--- src/rtl/width_mode_ctrl.sv ---
// Sequences the 8-to-n deserializer: gates bytes with enb and owns the width select dataS.
// Width changes take effect only at word boundaries; wordValid/modeAck are registered one-cycle pulses.
module width_mode_ctrl #(
    parameter int          CNT_W      = 16,
    parameter logic [1:0]  RESET_MODE = 2'b00
) (
    input  logic             clk,
    input  logic             rst,
    input  logic             start,
    input  logic             stop,
    input  logic             byteValid,
    input  logic [1:0]       modeReq,
    input  logic             modeReqValid,
    output logic             modeAck,
    output logic [1:0]       dataS,
    output logic             enb,
    output logic [1:0]       bytePhase,
    output logic             wordValid,
    output logic [CNT_W-1:0] wordCount,
    output logic             busy
);

    typedef enum logic [1:0] {
        ST_IDLE   = 2'd0,
        ST_RUN    = 2'd1,
        ST_SWITCH = 2'd2
    } state_t;

    state_t             state_q, state_d;
    logic [1:0]         data_s_q, data_s_d;
    logic [1:0]         phase_q, phase_d;
    logic               word_vld_q, word_vld_d;
    logic               mode_ack_q, mode_ack_d;
    logic [CNT_W-1:0]   word_cnt_q, word_cnt_d;
    logic               pending_q, pending_d;
    logic [1:0]         pend_mode_q, pend_mode_d;
    logic               stop_pend_q, stop_pend_d;

    logic [1:0]         last_phase;
    logic               last_byte;
    logic               accept;
    logic               boundary;

    always_comb begin
        case (data_s_q)
            2'b01:   last_phase = 2'd1;
            2'b10:   last_phase = 2'd3;
            default: last_phase = 2'd0;
        endcase
    end

    assign last_byte = (phase_q == last_phase);
    assign accept    = (state_q == ST_RUN) && byteValid;
    // A word boundary is either the final byte of a word or an empty phase with no byte arriving.
    assign boundary  = accept ? last_byte : (phase_q == 2'd0);

    always_comb begin
        state_d     = state_q;
        data_s_d    = data_s_q;
        phase_d     = phase_q;
        word_vld_d  = 1'b0;
        mode_ack_d  = 1'b0;
        word_cnt_d  = word_cnt_q;
        pending_d   = pending_q;
        pend_mode_d = pend_mode_q;
        stop_pend_d = stop_pend_q;

        case (state_q)
            ST_IDLE: begin
                if (modeReqValid) begin
                    data_s_d   = modeReq;
                    mode_ack_d = 1'b1;
                    pending_d  = 1'b0;
                end
                if (start && !stop) begin
                    state_d = ST_RUN;
                end
            end

            ST_RUN: begin
                if (accept) begin
                    if (last_byte) begin
                        phase_d    = 2'd0;
                        word_vld_d = 1'b1;
                        word_cnt_d = word_cnt_q + {{(CNT_W-1){1'b0}}, 1'b1};
                    end else begin
                        phase_d = phase_q + 2'd1;
                    end
                end
                if (modeReqValid) begin
                    if (!pending_q && (modeReq == data_s_q)) begin
                        mode_ack_d = 1'b1;
                    end else begin
                        pend_mode_d = modeReq;
                        pending_d   = 1'b1;
                    end
                end
                if (stop) begin
                    stop_pend_d = 1'b1;
                end
                if (boundary) begin
                    if (pending_d) begin
                        state_d = ST_SWITCH;
                    end else if (stop_pend_q) begin
                        state_d     = ST_IDLE;
                        stop_pend_d = 1'b0;
                    end
                end
            end

            ST_SWITCH: begin
                data_s_d   = pend_mode_q;
                phase_d    = 2'd0;
                mode_ack_d = 1'b1;
                pending_d  = 1'b0;
                if (modeReqValid) begin
                    pend_mode_d = modeReq;
                    pending_d   = 1'b1;
                end
                // A stop arriving on the exit cycle is kept so the next boundary in RUN honours it.
                if (stop_pend_q) begin
                    state_d     = ST_IDLE;
                    stop_pend_d = 1'b0;
                end else begin
                    state_d     = ST_RUN;
                    stop_pend_d = stop;
                end
            end

            default: begin
                state_d = ST_IDLE;
            end
        endcase
    end

    always_ff @(posedge clk or posedge rst) begin
        if (rst) begin
            state_q     <= ST_IDLE;
            data_s_q    <= RESET_MODE;
            phase_q     <= 2'd0;
            word_vld_q  <= 1'b0;
            mode_ack_q  <= 1'b0;
            word_cnt_q  <= '0;
            pending_q   <= 1'b0;
            pend_mode_q <= 2'b00;
            stop_pend_q <= 1'b0;
        end else begin
            state_q     <= state_d;
            data_s_q    <= data_s_d;
            phase_q     <= phase_d;
            word_vld_q  <= word_vld_d;
            mode_ack_q  <= mode_ack_d;
            word_cnt_q  <= word_cnt_d;
            pending_q   <= pending_d;
            pend_mode_q <= pend_mode_d;
            stop_pend_q <= stop_pend_d;
        end
    end

    assign enb       = accept;
    assign dataS     = data_s_q;
    assign bytePhase = phase_q;
    assign wordValid = word_vld_q;
    assign modeAck   = mode_ack_q;
    assign wordCount = word_cnt_q;
    assign busy      = (state_q != ST_IDLE);

endmodule
--- config.mk ---
export PLATFORM = sky130hd
export DESIGN_NAME = width_mode_ctrl
export DESIGN_NICKNAME = d
export VERILOG_FILES = /design/src/rtl/width_mode_ctrl.sv
export SDC_FILE = /design/constraint.sdc
export NUM_CORES = 1
export LEC_CHECK = 0
export CAP_MARGIN = 40
export CORE_MARGIN = 3
export CORE_UTILIZATION = 54
export CTS_CLUSTER_DIAMETER = 60
export DETAILED_ROUTE_END_ITERATION = 6
export PLACE_DENSITY = 0.84
export SYNTH_ARGS = -nofsm -noshare
export SYNTH_HDL_FRONTEND = slang
export SYNTH_SLANG_ARGS = --single-unit
export TNS_END_PERCENT = 100
--- constraint.sdc ---
create_clock -name clk -period 5.4 [get_ports clk]
set_clock_uncertainty 0.05 [all_clocks]
set_input_delay 1.62 -clock clk [delete_from_list [all_inputs] [get_ports clk]]
set_output_delay 1.62 -clock clk [all_outputs]
set_load 0.05 [all_outputs]
* Word level (Yosys, flattened, before mapping)
Cells that the tools add are included.
Word-level totals: bits in registers 28, input bits 8
Operators by class: mux-type cells 34, reduce and logical (&&, ||, !) cells 17, add/subtract/negate cells 2, equality and inequality tests 14
Operators by type and width (count):
- $mux 2 | 9
- $mux 1 | 17
- $add 16x1->16 const B | 1
- $pmux 2 s2 | 4
- $ne 2x2->1 const B | 7
- $pmux 1 s3 | 2
- $pmux 2 s3 | 1
- $reduce_and 2->1 | 3
- $reduce_and 3->1 | 2
- $reduce_bool 2->1 | 3
- $eq 2x1->1 const B | 2
- $eq 2x2->1 | 2
- $eq 2x2->1 const B | 2
- $logic_not 2->1 | 2
- $reduce_and 4->1 | 1
- $logic_and 1x1->1 | 3
- $ne 3x2->1 const B | 1
- $reduce_bool 3->1 | 1
- $add 2x1->2 const B | 1
- $logic_not 1->1 | 2
- $pmux 1 s2 | 1

* Logic depth before layout (Yosys ltp)
Gate-level depths: netlist (run 1).
word-level depth 8, gate-level depth with buffers 7

* Worst setup path after synthesis (run 1)
Ideal clock, no wire load.
path type in2out, start in byteValid, end out enb, setup slack 1.570 ns, path buffers 0, data required time 3.730 ns, stages 2, data arrival time 2.160 ns, path through nand2_1 > inv_1
On the way: cells in the longest elaborated chain, start to end 1
RTL lines:
- start, declared | line 11 | input logic byteValid,
- $logic_and 1x1->1 | line 53 | assign accept = (state_q == ST_RUN) && byteValid;
- end, declared | line 16 | output logic enb,
Every way passes these cells.

* Worst setup path in the final report (run 1)
Ends and elaborated chain as after synthesis.

==> impl_metrics.json, run 1 <==
{
  "clk_pin_slew_ps": 150,
  "pwr_density_cell_mw_per_mm2": 549,
  "crit_fanout": 5,
  "ys.flop_type": "dfrtp_1",
  "clk_path_buf_depth": 2,
  "cp.arrival_ps": 3100,
  "synth_area_leaders": "dfrtp_1 46%, xnor2_1 8.1%, ha_1 5.8%",
  "synthTopCellsByCount": "28 x dfrtp_1, 14 x xnor2_1, 13 x nand2_1",
  "whs_path_depth": 1,
  "gp_congestion": 0.889,
  "netlist_instances": 144,
  "cpMostUsedCell": "clkdlybuf4s50_1",
  "p_clk_share_pct": 12.8,
  "status": "completed",
  "p_seq_share_pct": 30.0,
  "drc": 0,
  "worstPathRequired_ps": 3730,
  "synth_cell_type_count": 38,
  "ys_async_sr_fraction_pct": 100,
  "slew_headroom_pct": 60.1,
  "post-route-period-util_pct": 88.4,
  "ys_ff_latch": 28,
  "synth_fp_nets": 159,
  "finalWirelength_mm": 2.94,
  "synth-seq-area-share_pct": 46.4,
  "combPwrFrac_pct": 57.2,
  "cpPeakStageDelay_ps": 800,
  "fmax_mhz": 210,
  "nFillCells": 193,
  "path_class": "primary input to output port",
  "r2r_end": "state_q[0]",
  "ff2ff_setup_slack_ps": 3170,
  "crit_path_top_delay_cell": "clkdlybuf4s50_1",
  "wl_per_cell_um": 14.1,
  "initial_core_util_pct": 58.8,
  "synth-edff-count": 0,
  "drive_gt1_share_pct": 8.43,
  "cts_sinks": 28,
  "die-area_sq_mm": 0.00346,
  "die_w_um": 58.9,
  "final_area_sq_mm": 0.00193,
  "cp_top_family": "buffers and inverters",
  "worstPathBufferInverterCount": 3,
  "placed_cell_area_sq_mm": 0.00188,
  "hold_start": "wordCount[15]",
  "r2r_cells": 7,
  "yosys_warnings": 0,
  "setup_ws_ps": 627,
  "num_vias": 1203,
  "cts-root-buf": "clkbuf_4",
  "clk_latency_ps": 320,
  "cts_tree": "done",
  "antenna_cells": 0,
  "portBuffers": 31,
  "grt_max_degree": 17,
  "swShare_pct": 46.6,
  "rsz0062_at_grt": "no",
  "fin_crit_ps": 4770,
  "p_leak_nw": 0.820,
  "cts_resized": 0,
  "finalHoldViolations": 0,
  "reg2reg_from": "state_q[1]",
  "setup_violations": 0,
  "area_growth_pct": 28.0,
  "grt_pass1_vias": 1165,
  "rows": 18,
  "track_usage_pct": 19.0,
  "ios": 32,
  "dr.pass1.iters": 4,
  "grt_pass1_wl_mm": 5.11,
  "nNetsFinal": 194,
  "start_kind": "primary input",
  "maxCapViolations": 0,
  "hold_path_end": "wordCount[15]",
  "vias_per_cell": 5.78,
  "hp-class": "register to register",
  "post_cts_buffers": 0,
  "yosysMostFrequentCell": "dfrtp_1",
  "fp.coreArea_sq_mm": 0.00257,
  "end_kind": "output port",
  "total_power_mw": 1.06,
  "numCtsBuffers": 3,
  "antenna_found_initial": 0,
  "peakVddDrop_uv": 509,
  "tns_ps": 0,
  "cts_htree_levels": 1,
  "overflow": 0,
  "first_iter_violations": 63,
  "worst_slew_pin_slew_ps": 598,
  "final_max_slew_viol_count": 0,
  "hold_ws_ps": 447,
  "netlist_area_sq_mm": 0.00151,
  "worstPathCellList": "clkdlybuf4s50_1, nand2_1, inv_1, clkdlybuf4s50_1",
  "hold_buffers": 0,
  "post-place-ws_ps": 618,
  "switchingPower_mw": 0.494,
  "internal-power_mw": 0.566,
  "ant_nets": 0,
  "synth_top_area_share_pct": 46.4,
  "avgSynthCellArea_sq_um": 10.5,
  "fp.dieH_um": 58.9,
  "synth_top_area_cell": "dfrtp_1",
  "hpwl_mm": 2.30
}
[through the flow]
step                      std cells  utilization [%]
after global placement          203             72.1
after detailed placement        204             73.2
after floorplan                 144                -
final                           208             75.2
after CTS                       208             75.2
after global routing            208             75.2
[cell families (layout without fill, tap and decap cells)]
family / after synthesis / after routing / synth area share [%]
xor gates and xnor gates: 19 / 19 / 12.0
adders and majority gates: 7 / 7 / 5.80
buffers and inverters: 16 / 50 / 4.06
AOI/OAI and AO/OA: 27 / 27 / 12.1
DFF: 28 / 28 / 46.4
and+or+nand+nor: 42 / 42 / 15.9
muxes: 5 / 5 / 3.65
[worst max-delay path by stage]
stage                          from   to  slack [ps]  depth (start not counted)
after global placement    byteValid  enb         650                          4
after global routing      byteValid  enb         570                          4
after CTS                 byteValid  enb         620                          4
after floorplan           byteValid  enb        1570                          2
final                     byteValid  enb         630                          4
after detailed placement  byteValid  enb         620                          4
[cell type report]
type | count | area (sq um) | area share [%]
Sequential cell | 28 | 701 | 36.3
Multi-Input combinational cell | 100 | 747 | 38.7
Tap cell | 30 | 37.5 | 1.94
Clock inverter | 1 | 30.0 | 1.55
Inverter | 13 | 48.8 | 2.53
Clock buffer | 3 | 22.5 | 1.17
Timing Repair Buffer | 33 | 345 | 17.9
[state kept, by name, summed over array words and instances (netlist names)]
name / cells
wordCount: 16
bytePhase: 2
dataS: 2
pend_mode_q: 2
state_q: 2
modeAck: 1
pending_q: 1
stop_pend_q: 1
wordValid: 1
[layout by cell type, fill, tap and decap left out, types with 2 or more instances in the layout]
master and n:
mux2_1 2, o21a_1 2, o21ai_0 8, mux2_2 2, inv_1 12, nor3_1 2, o22ai_1 2, nand3_1 7
nand4_1 6, dfrtp_1 28, nor2_1 6, nand2b_1 3, nand2_1 13, clkbuf_4 3, clkdlybuf4s50_1 31, xor2_1 3
ha_1 7, a21oi_1 5, nor4_4 2, xnor2_1 14
[power groups by stage]
| stage | logic (mW) | registers [mW] | clock network (mW) |
|---|---|---|---|
| 2_1_floorplan | 0.335 | 0.429 | 0 |
| 3_3_place_gp | 0.585 | 0.318 | 0 |
| 3_5_place_dp | 0.606 | 0.322 | 0 |
| 4_1_cts | 0.609 | 0.318 | 0.139 |
| 5_1_grt | 0.653 | 0.328 | 0.150 |
| 6_report | 0.607 | 0.318 | 0.136 |
[metal layers]
layer / vias up / part of all wire [%] / GRT usage (%)
met4: 0 / 0.34 / 4.85
met1: 578 / 40 / 23.1
met5: - / 0 / 0
li1: 571 / - / -
met3: 2 / 6.8 / 2.85
met2: 52 / 53 / 34.9
Note: power is estimated with default switching activity, not from simulation.
==> inputs of run 2 (changes only) <==
--- a/config.mk
+++ b/config.mk
@@ -7,10 +7,9 @@
 export LEC_CHECK = 0
 export CAP_MARGIN = 40
 export CORE_MARGIN = 3
-export CORE_UTILIZATION = 54
+export CORE_UTILIZATION = 30
 export CTS_CLUSTER_DIAMETER = 60
 export DETAILED_ROUTE_END_ITERATION = 6
-export PLACE_DENSITY = 0.84
 export SYNTH_ARGS = -nofsm -noshare
 export SYNTH_HDL_FRONTEND = slang
 export SYNTH_SLANG_ARGS = --single-unit
==> impl_metrics.json, run 2 (same netlist as run 1, synthesis figures left out) <==
{
  "setup_violations": 0,
  "final_max_slew_viol_count": 0,
  "rsz0062_at_grt": "no",
  "nFillCells": 482,
  "hold_ws_ps": 420,
  "drc": 0,
  "peakVddDrop_uv": 286,
  "cpPeakStageDelay_ps": 790,
  "die_w_um": 76.9,
  "grt_pass1_vias": 1104,
  "worst_slew_pin_slew_ps": 509,
  "rows": 25,
  "hpwl_mm": 2.32,
  "vias_per_cell": 4.61,
  "worstPathCellList": "clkdlybuf4s50_1, nand2_1, inv_1, clkdlybuf4s50_1",
  "crit_fanout": 5,
  "fp.dieH_um": 76.9,
  "area_growth_pct": 32.3,
  "cts_resized": 0,
  "antenna_found_initial": 0,
  "post_cts_buffers": 0,
  "nNetsFinal": 194,
  "portBuffers": 31,
  "register_area_sq_um": 701,
  "finalWirelength_mm": 2.98,
  "gp_congestion": 0.772,
  "fp.coreArea_sq_mm": 0.00479,
  "hold_buffers": 0,
  "maxCapViolations": 0,
  "clk_pin_slew_ps": 100,
  "cts_htree_levels": 1,
  "final_area_sq_mm": 0.00200,
  "drive_gt1_share_pct": 8.43,
  "end_kind": "output port",
  "cp-startpoint": "byteValid",
  "cts_tree": "done",
  "start_kind": "primary input",
  "clk_latency_ps": 270,
  "ios": 32,
  "crit_path_top_delay_cell": "clkdlybuf4s50_1",
  "hp-class": "register to register",
  "cp_top_family": "buffers and inverters",
  "cpMostUsedCell": "clkdlybuf4s50_1",
  "postLayoutCoreUtil_pct": 41.7,
  "worstPathRequired_ps": 3730,
  "status": "completed",
  "post-route-period-util_pct": 88.2,
  "first_iter_violations": 47,
  "path_class": "primary input to output port",
  "overflow": 0,
  "die-area_sq_mm": 0.00592,
  "placed_cell_area_sq_mm": 0.00193,
  "num_vias": 1130,
  "ant_nets": 0,
  "wl_per_cell_um": 12.1,
  "fmax_mhz": 210,
  "multi_input_area_sq_um": 747,
  "final_common_cell": "clkdlybuf4s50_1",
  "cts_sinks": 28,
  "finalHoldViolations": 0,
  "tns_ps": 0,
  "final_cell_mix": "31 x clkdlybuf4s50_1, 28 x dfrtp_1, 14 x xnor2_1, 13 x nand2_1, 12 x inv_1",
  "numCtsBuffers": 3,
  "track_usage_pct": 10.8,
  "initial_core_util_pct": 31.5,
  "pwr_density_cell_mw_per_mm2": 545,
  "cts-root-buf": "clkbuf_8",
  "slew_headroom_pct": 66.0,
  "worstPathBufferInverterCount": 3,
  "hold_start": "wordCount[15]",
  "grt_max_degree": 19,
  "fin_crit_ps": 4760,
  "largest_reg_flops": 16,
  "p_leak_nw": 0.827,
  "clk_path_buf_depth": 2,
  "cp.arrival_ps": 3090,
  "grt_pass1_wl_mm": 5.29,
  "total_power_mw": 1.09,
  "reg2reg_from": "state_q[1]",
  "dr.pass1.iters": 4,
  "antenna_cells": 0
}
run 2: cell count changes in the layout (fill, tap and decap cells not counted):
cell / delta
clkbuf_8: +3
clkbuf_4: -3
run 2: power breakdown:
group	internal [mW]	switching (mW)
Sequential	0.265	0.0532
Clock	0.0992	0.0658
Combinational	0.226	0.379
Total	0.590	0.498
run 2: worst paths after layout:
path                                  to  slack (ps)  cells after the start
max                                  enb         640                      4
min                        wordCount[15]         420                      1
max reg2reg                   state_q[0]        3180                      7
min reg2reg                wordCount[15]         420                      1
max in group asynchronous   bytePhase[1]        3230                      3
min in group asynchronous  wordCount[10]        1600                      2
run 2: layout make-up:
cell class,count,share of cell area (%)
timing repair buffer,33,17.3
clock buffer,3,2.07
inverter,13,2.44
sequential,28,35.1
clock inverter,1,1.50
multi-input combinational,100,37.4
tap,67,4.20
run 2: routing by layer:
layer  share of wire (%)  wire length, um  track usage [%]  vias to the layer above
met5                   0                0                0                        -
met4                0.61               18             1.63                        0
met3                 4.4              131             3.17                        2
met2                  48             1440             18.5                       27
met1                  46             1380             13.7                      525
li1                    -                -                -                      576
run 2: per-stage QoR:
stage	instances	setup WS, ps
floorplan	144	1570
global placement	240	646
detailed placement	241	629
CTS	245	630
global route	245	557
finish	245	640
==> inputs of run 3 (changes only) <==
--- a/config.mk
+++ b/config.mk
@@ -7,9 +7,11 @@
 export LEC_CHECK = 0
 export CAP_MARGIN = 40
 export CORE_MARGIN = 3
-export CORE_UTILIZATION = 30
+export CORE_UTILIZATION = 35
 export CTS_CLUSTER_DIAMETER = 60
 export DETAILED_ROUTE_END_ITERATION = 6
+export SKIP_CTS_REPAIR_TIMING = 1
+export SKIP_LAST_GASP = 1
 export SYNTH_ARGS = -nofsm -noshare
 export SYNTH_HDL_FRONTEND = slang
 export SYNTH_SLANG_ARGS = --single-unit
==> impl_metrics.json, run 3 (same netlist as run 1, synthesis figures left out) <==
{
  "num_vias": 1177,
  "r2r_end": "state_q[0]",
  "dp.cells": 224,
  "initial_core_util_pct": 36.9,
  "internal-power_mw": 0.591,
  "end_kind": "output port",
  "path_class": "primary input to output port",
  "reg2reg_from": "state_q[1]",
  "worst_slew_pin_slew_ps": 536,
  "final_area_sq_mm": 0.00198,
  "setup_ws_ps": 586,
  "finalHoldViolations": 0,
  "final_common_cell": "clkdlybuf4s50_1",
  "dr.pass1.iters": 4,
  "swShare_pct": 46.0,
  "ant_nets": 0,
  "ios": 32,
  "crit_fanout": 5,
  "post-route-period-util_pct": 89.1,
  "cts_htree_levels": 1,
  "setup_violations": 0,
  "finalWirelength_mm": 3.03,
  "switchingPower_mw": 0.503,
  "antenna_cells": 0,
  "die_w_um": 71.7,
  "cts_tree": "done",
  "drc": 0,
  "rsz0062_at_grt": "no",
  "overflow": 0,
  "status": "completed",
  "clk_path_buf_depth": 2,
  "fp.dieH_um": 71.7,
  "fmax_mhz": 208,
  "portBuffers": 31,
  "stdcell_count": 228,
  "fp.coreArea_sq_mm": 0.00409,
  "combPwrFrac_pct": 55.7,
  "die-area_sq_mm": 0.00514,
  "pwr_density_cell_mw_per_mm2": 554,
  "final_max_slew_viol_count": 0,
  "globalRoute.busiestLayer": "met2",
  "track_usage_pct": 12.7,
  "clk_latency_ps": 280,
  "ff2ff_setup_slack_ps": 3020,
  "nNetsFinal": 194,
  "first_iter_violations": 70,
  "p_clk_share_pct": 15.3,
  "start_kind": "primary input",
  "vias_per_cell": 5.16,
  "grtUsageMet3_pct": 3.79,
  "grt_pass1_vias": 1172,
  "grt_max_degree": 18,
  "antenna_found_initial": 0,
  "tns_ps": 0,
  "cp.arrival_ps": 3140,
  "drive_gt1_share_pct": 8.43,
  "hp-class": "register to register",
  "rows": 23,
  "slew_headroom_pct": 64.2,
  "cts_sinks": 28,
  "cp-startpoint": "byteValid",
  "wl_per_cell_um": 13.3,
  "peakVddDrop_uv": 263,
  "numCtsBuffers": 3,
  "hpwl_mm": 2.40,
  "grt.met1_usage_pct": 15.6,
  "area_growth_pct": 30.9,
  "maxCapViolations": 0,
  "r2r_cells": 7,
  "largest_reg_flops": 16,
  "grt_pass1_wl_mm": 5.21,
  "worstPathRequired_ps": 3730,
  "gp_congestion": 0.871,
  "fin_crit_ps": 4810,
  "grtUsageMet2_pct": 21.2,
  "post-place-ws_ps": 581,
  "endpoint": "enb",
  "hold_start": "wordCount[15]",
  "placed_cell_area_sq_mm": 0.00190,
  "p_seq_share_pct": 29.0,
  "cts-root-buf": "clkbuf_8",
  "clk_pin_slew_ps": 100,
  "final_cell_mix": "31 x clkdlybuf4s50_1, 28 x dfrtp_1, 14 x xnor2_1, 13 x nand2_1, 12 x inv_1",
  "p_leak_nw": 0.827
}
run 3: cell counts in the layout (fill, tap and decap cells not counted):
No cell type changed its count.
run 3: cell type report:
| class | count | area (sq um) |
|---|---|---|
| repair buffers | 33 | 345 |
| flip-flops and latches | 28 | 701 |
| multi-input cells | 100 | 747 |
| well taps | 50 | 62.6 |
| clock buffers | 3 | 41.3 |
| inverters | 13 | 48.8 |
| fillers | 367 | 2110 |
| clock inverters | 1 | 30.0 |
run 3: how the worst min path moves through the flow:
stage	to	slack, ps	cells past startpoint
global route	wordCount[15]	480	1
global placement	wordCount[15]	410	1
CTS	wordCount[15]	450	1
detailed placement	wordCount[15]	430	1
floorplan	pend_mode_q[1]	430	1
finish	wordCount[15]	440	1
run 3: stage by stage:
stage	power [mW]	hold slack, ps	util, %
after floorplan	0.764	432	-
after global placement	0.913	412	45.9
after detailed placement	0.935	432	46.6
after global routing	1.16	485	48.3
after CTS	1.10	449	48.3
final	1.09	445	48.3
run 3: power by group through the flow:
stage | sequential [mW] | clock [mW] | combinational [mW]
after global routing | 0.326 | 0.179 | 0.658
after floorplan | 0.429 | 0 | 0.335
after global placement | 0.321 | 0 | 0.592
final | 0.317 | 0.167 | 0.610
after detailed placement | 0.322 | 0 | 0.613
after CTS | 0.318 | 0.171 | 0.615
run 3: per-layer routing:
layer  vias to the layer above  share of wire, %  routed length (um)
met3                         2               5.8                 177
met1                       566                43                1310
met2                        36                50                1530
li1                        573                 -                   -
met4                         0              0.46                  14
met5                         -                 0                   0
run 3: worst max-delay path: stages:
cell             delay (ps)
clkdlybuf4s50_1         530
nand2_1                 110
inv_1                    90
clkdlybuf4s50_1         790
==> RTL change: new RTL, settings of run 1 <==
Change the parameter `CNT_W` from 16 to 20.
--- a/src/rtl/width_mode_ctrl.sv
+++ b/src/rtl/width_mode_ctrl.sv
@@ -2,5 +2,5 @@
 // Width changes take effect only at word boundaries; wordValid/modeAck are registered one-cycle pulses.
 module width_mode_ctrl #(
-    parameter int          CNT_W      = 16,
+    parameter int          CNT_W      = 20,
     parameter logic [1:0]  RESET_MODE = 2'b00
 ) (
Ports: changed (resized wordCount); port bits go from 32 to 36. No check against the original RTL was run, so the function may have changed too.
==> RTL change against run 1 <==
Largest cell class unchanged; register-to-register slack worse by 30 ps; critical path depth stayed put; die area grew 9.5%; wire length is 17% higher; final cell count grew 7.2%; power increased by 6.3%; design area increased by 10%; sequential cell count rose by 4; largest power group unchanged; critical path type unchanged; global-route usage increased by 1.8 points; area after synthesis rose by 11%; worst setup slack worse by 78 ps.
==> RTL change: results (changes against run 1) <==
CTS
  • Worst skew pair latency: 340 ps (+20 ps)
  • H-tree depth: 2 (+1)
  • Worst-path clk slew: 110 ps (-40 ps)

Final layout
  • Footprint of the multi-input gates: 810.8 sq um (+8.5%)
  • Max FFs per register: 20 (+4)
  • Fin area: 0.002126 sq mm (+10%)
  • Fill count: 217 (+12%)
  • Layout cells sized above 1: 11.46% (+3.0 points)
  • Seq area share: 37.67% (+1.4 points)
  • Clock buf/inv share: 3.767% (+1.0 points)
  • Non-CTS buffers: 36 (+9.1%)
  • Final sequential cell count: 32 (+14%)
  • Final net count: 206 (+6.2%)
  • Comb_multi_in: 106 (+6.0%)
  • Signal inverters: 10 (-3)
  • Signal buf overhead: 16.83% (-1.0 points)

Setup path
  • Worst Path Arrival: 3180 ps (+80 ps)
  • Worst reg-to-reg setup slack: 3140 ps (-30 ps)
  • CP max-delay cell: clkdlybuf4s50_1
  • Crit path launch: byteValid
  • Worst R2R End: wordCount[8]$_DFFE_PP0P_

Synth
  • Synth cell count leaders: dfrtp_1 (32), xnor2_1 (18), inv_1 (10)
  • Seq/Total Area, Yosys: 47.98% (+1.5 points)
  • Syn Nets: 166 (+4.4%)
  • Synth cell types: 37 (-2.6%)
  • Largest cells by area after synthesis: dfrtp_1 (48%), xnor2_1 (9.4%), ha_1 (5.2%)

Place
  • Routability cong.: 0.8531 (-4.0%)
  • Area post-placement: 0.002046 sq mm (+8.9%)
  • Number of buffers added on ports: 35 (+13%)
  • Post-DP HPWL: 2515 microns (+9.1%)

GRT
  • Tot GR Track Use: 20.78% (+1.8 points)
  • Vias in the first global route: 1,323 (+14%)
  • GRT met2 Usage: 36.02% (+1.2 points)
  • First-pass GRT wire length: 5802 microns (+14%)
  • Grt met3 use: 5.451% (+2.6 points)
  • Largest net degree at the start of global routing: 33 (+16)

Pwr
  • Leak: 0.0009398 uW (+15%)
  • Worst ir drop on vdd: 334.0 uV (-34%)

Drt
  • Drt first-iter violations: 101 (+60%)
  • Routed wl met2: 1808 microns (+16%)
  • Vias per cell: 5.762 (-0.37%)
  • Met1 Wirelength: 1406 microns (+20%)
  • Met3 wire length: 180 microns (-10%)
  • WL final: 3451 microns (+17%)

Timing
  • Slew Limit Headroom: 64.54% (+4.5 points)
  • Fin Hold WS: 444.8 ps (-2.510 ps)

Worst hold path
  • Hold Path Origin: wordCount[19]$_DFFE_PP0P_
  • WHS Endpoint: wordCount[19]$_DFFE_PP0P_

Outcome
  • Status: finished, final reports clean
[RTL change: changes by cell type after synthesis, moves of 3 or more]
cell,run 1,this run
nand2_1,13,9
xnor2_1,14,18
and4_1,0,3
dfrtp_1,28,32
and3_1,0,6
[RTL change: report_power, final]
group / switching (uW) / internal [uW]
clock: 88.0 / 96.5
combinational: 365 / 223
sequential: 58.2 / 295
[RTL change: kinds of logic after synthesis]
| logic type | synth area share, % |
|---|---|
| AO/OA/AOI/OAI | 8.996 |
| XOR/XNOR | 12.52 |
| adder cells (fa/ha/maj) | 5.247 |
| buffers and inverters | 3.448 |
| flip-flops | 47.98 |
| multiplexers | 3.973 |
| AND/OR/NAND/NOR | 17.84 |
[RTL change: stage by stage]
stage	worst slack, ps	power [uW]	util [%]	cells
final	549.5	1127	74.52	223
after global routing	504.1	1197	74.52	223
after CTS	543.8	1128	74.52	223
after detailed placement	556.9	943.1	71.71	215
after global placement	562.8	921.7	71.71	215
after floorplan	1730	780.6	-	151
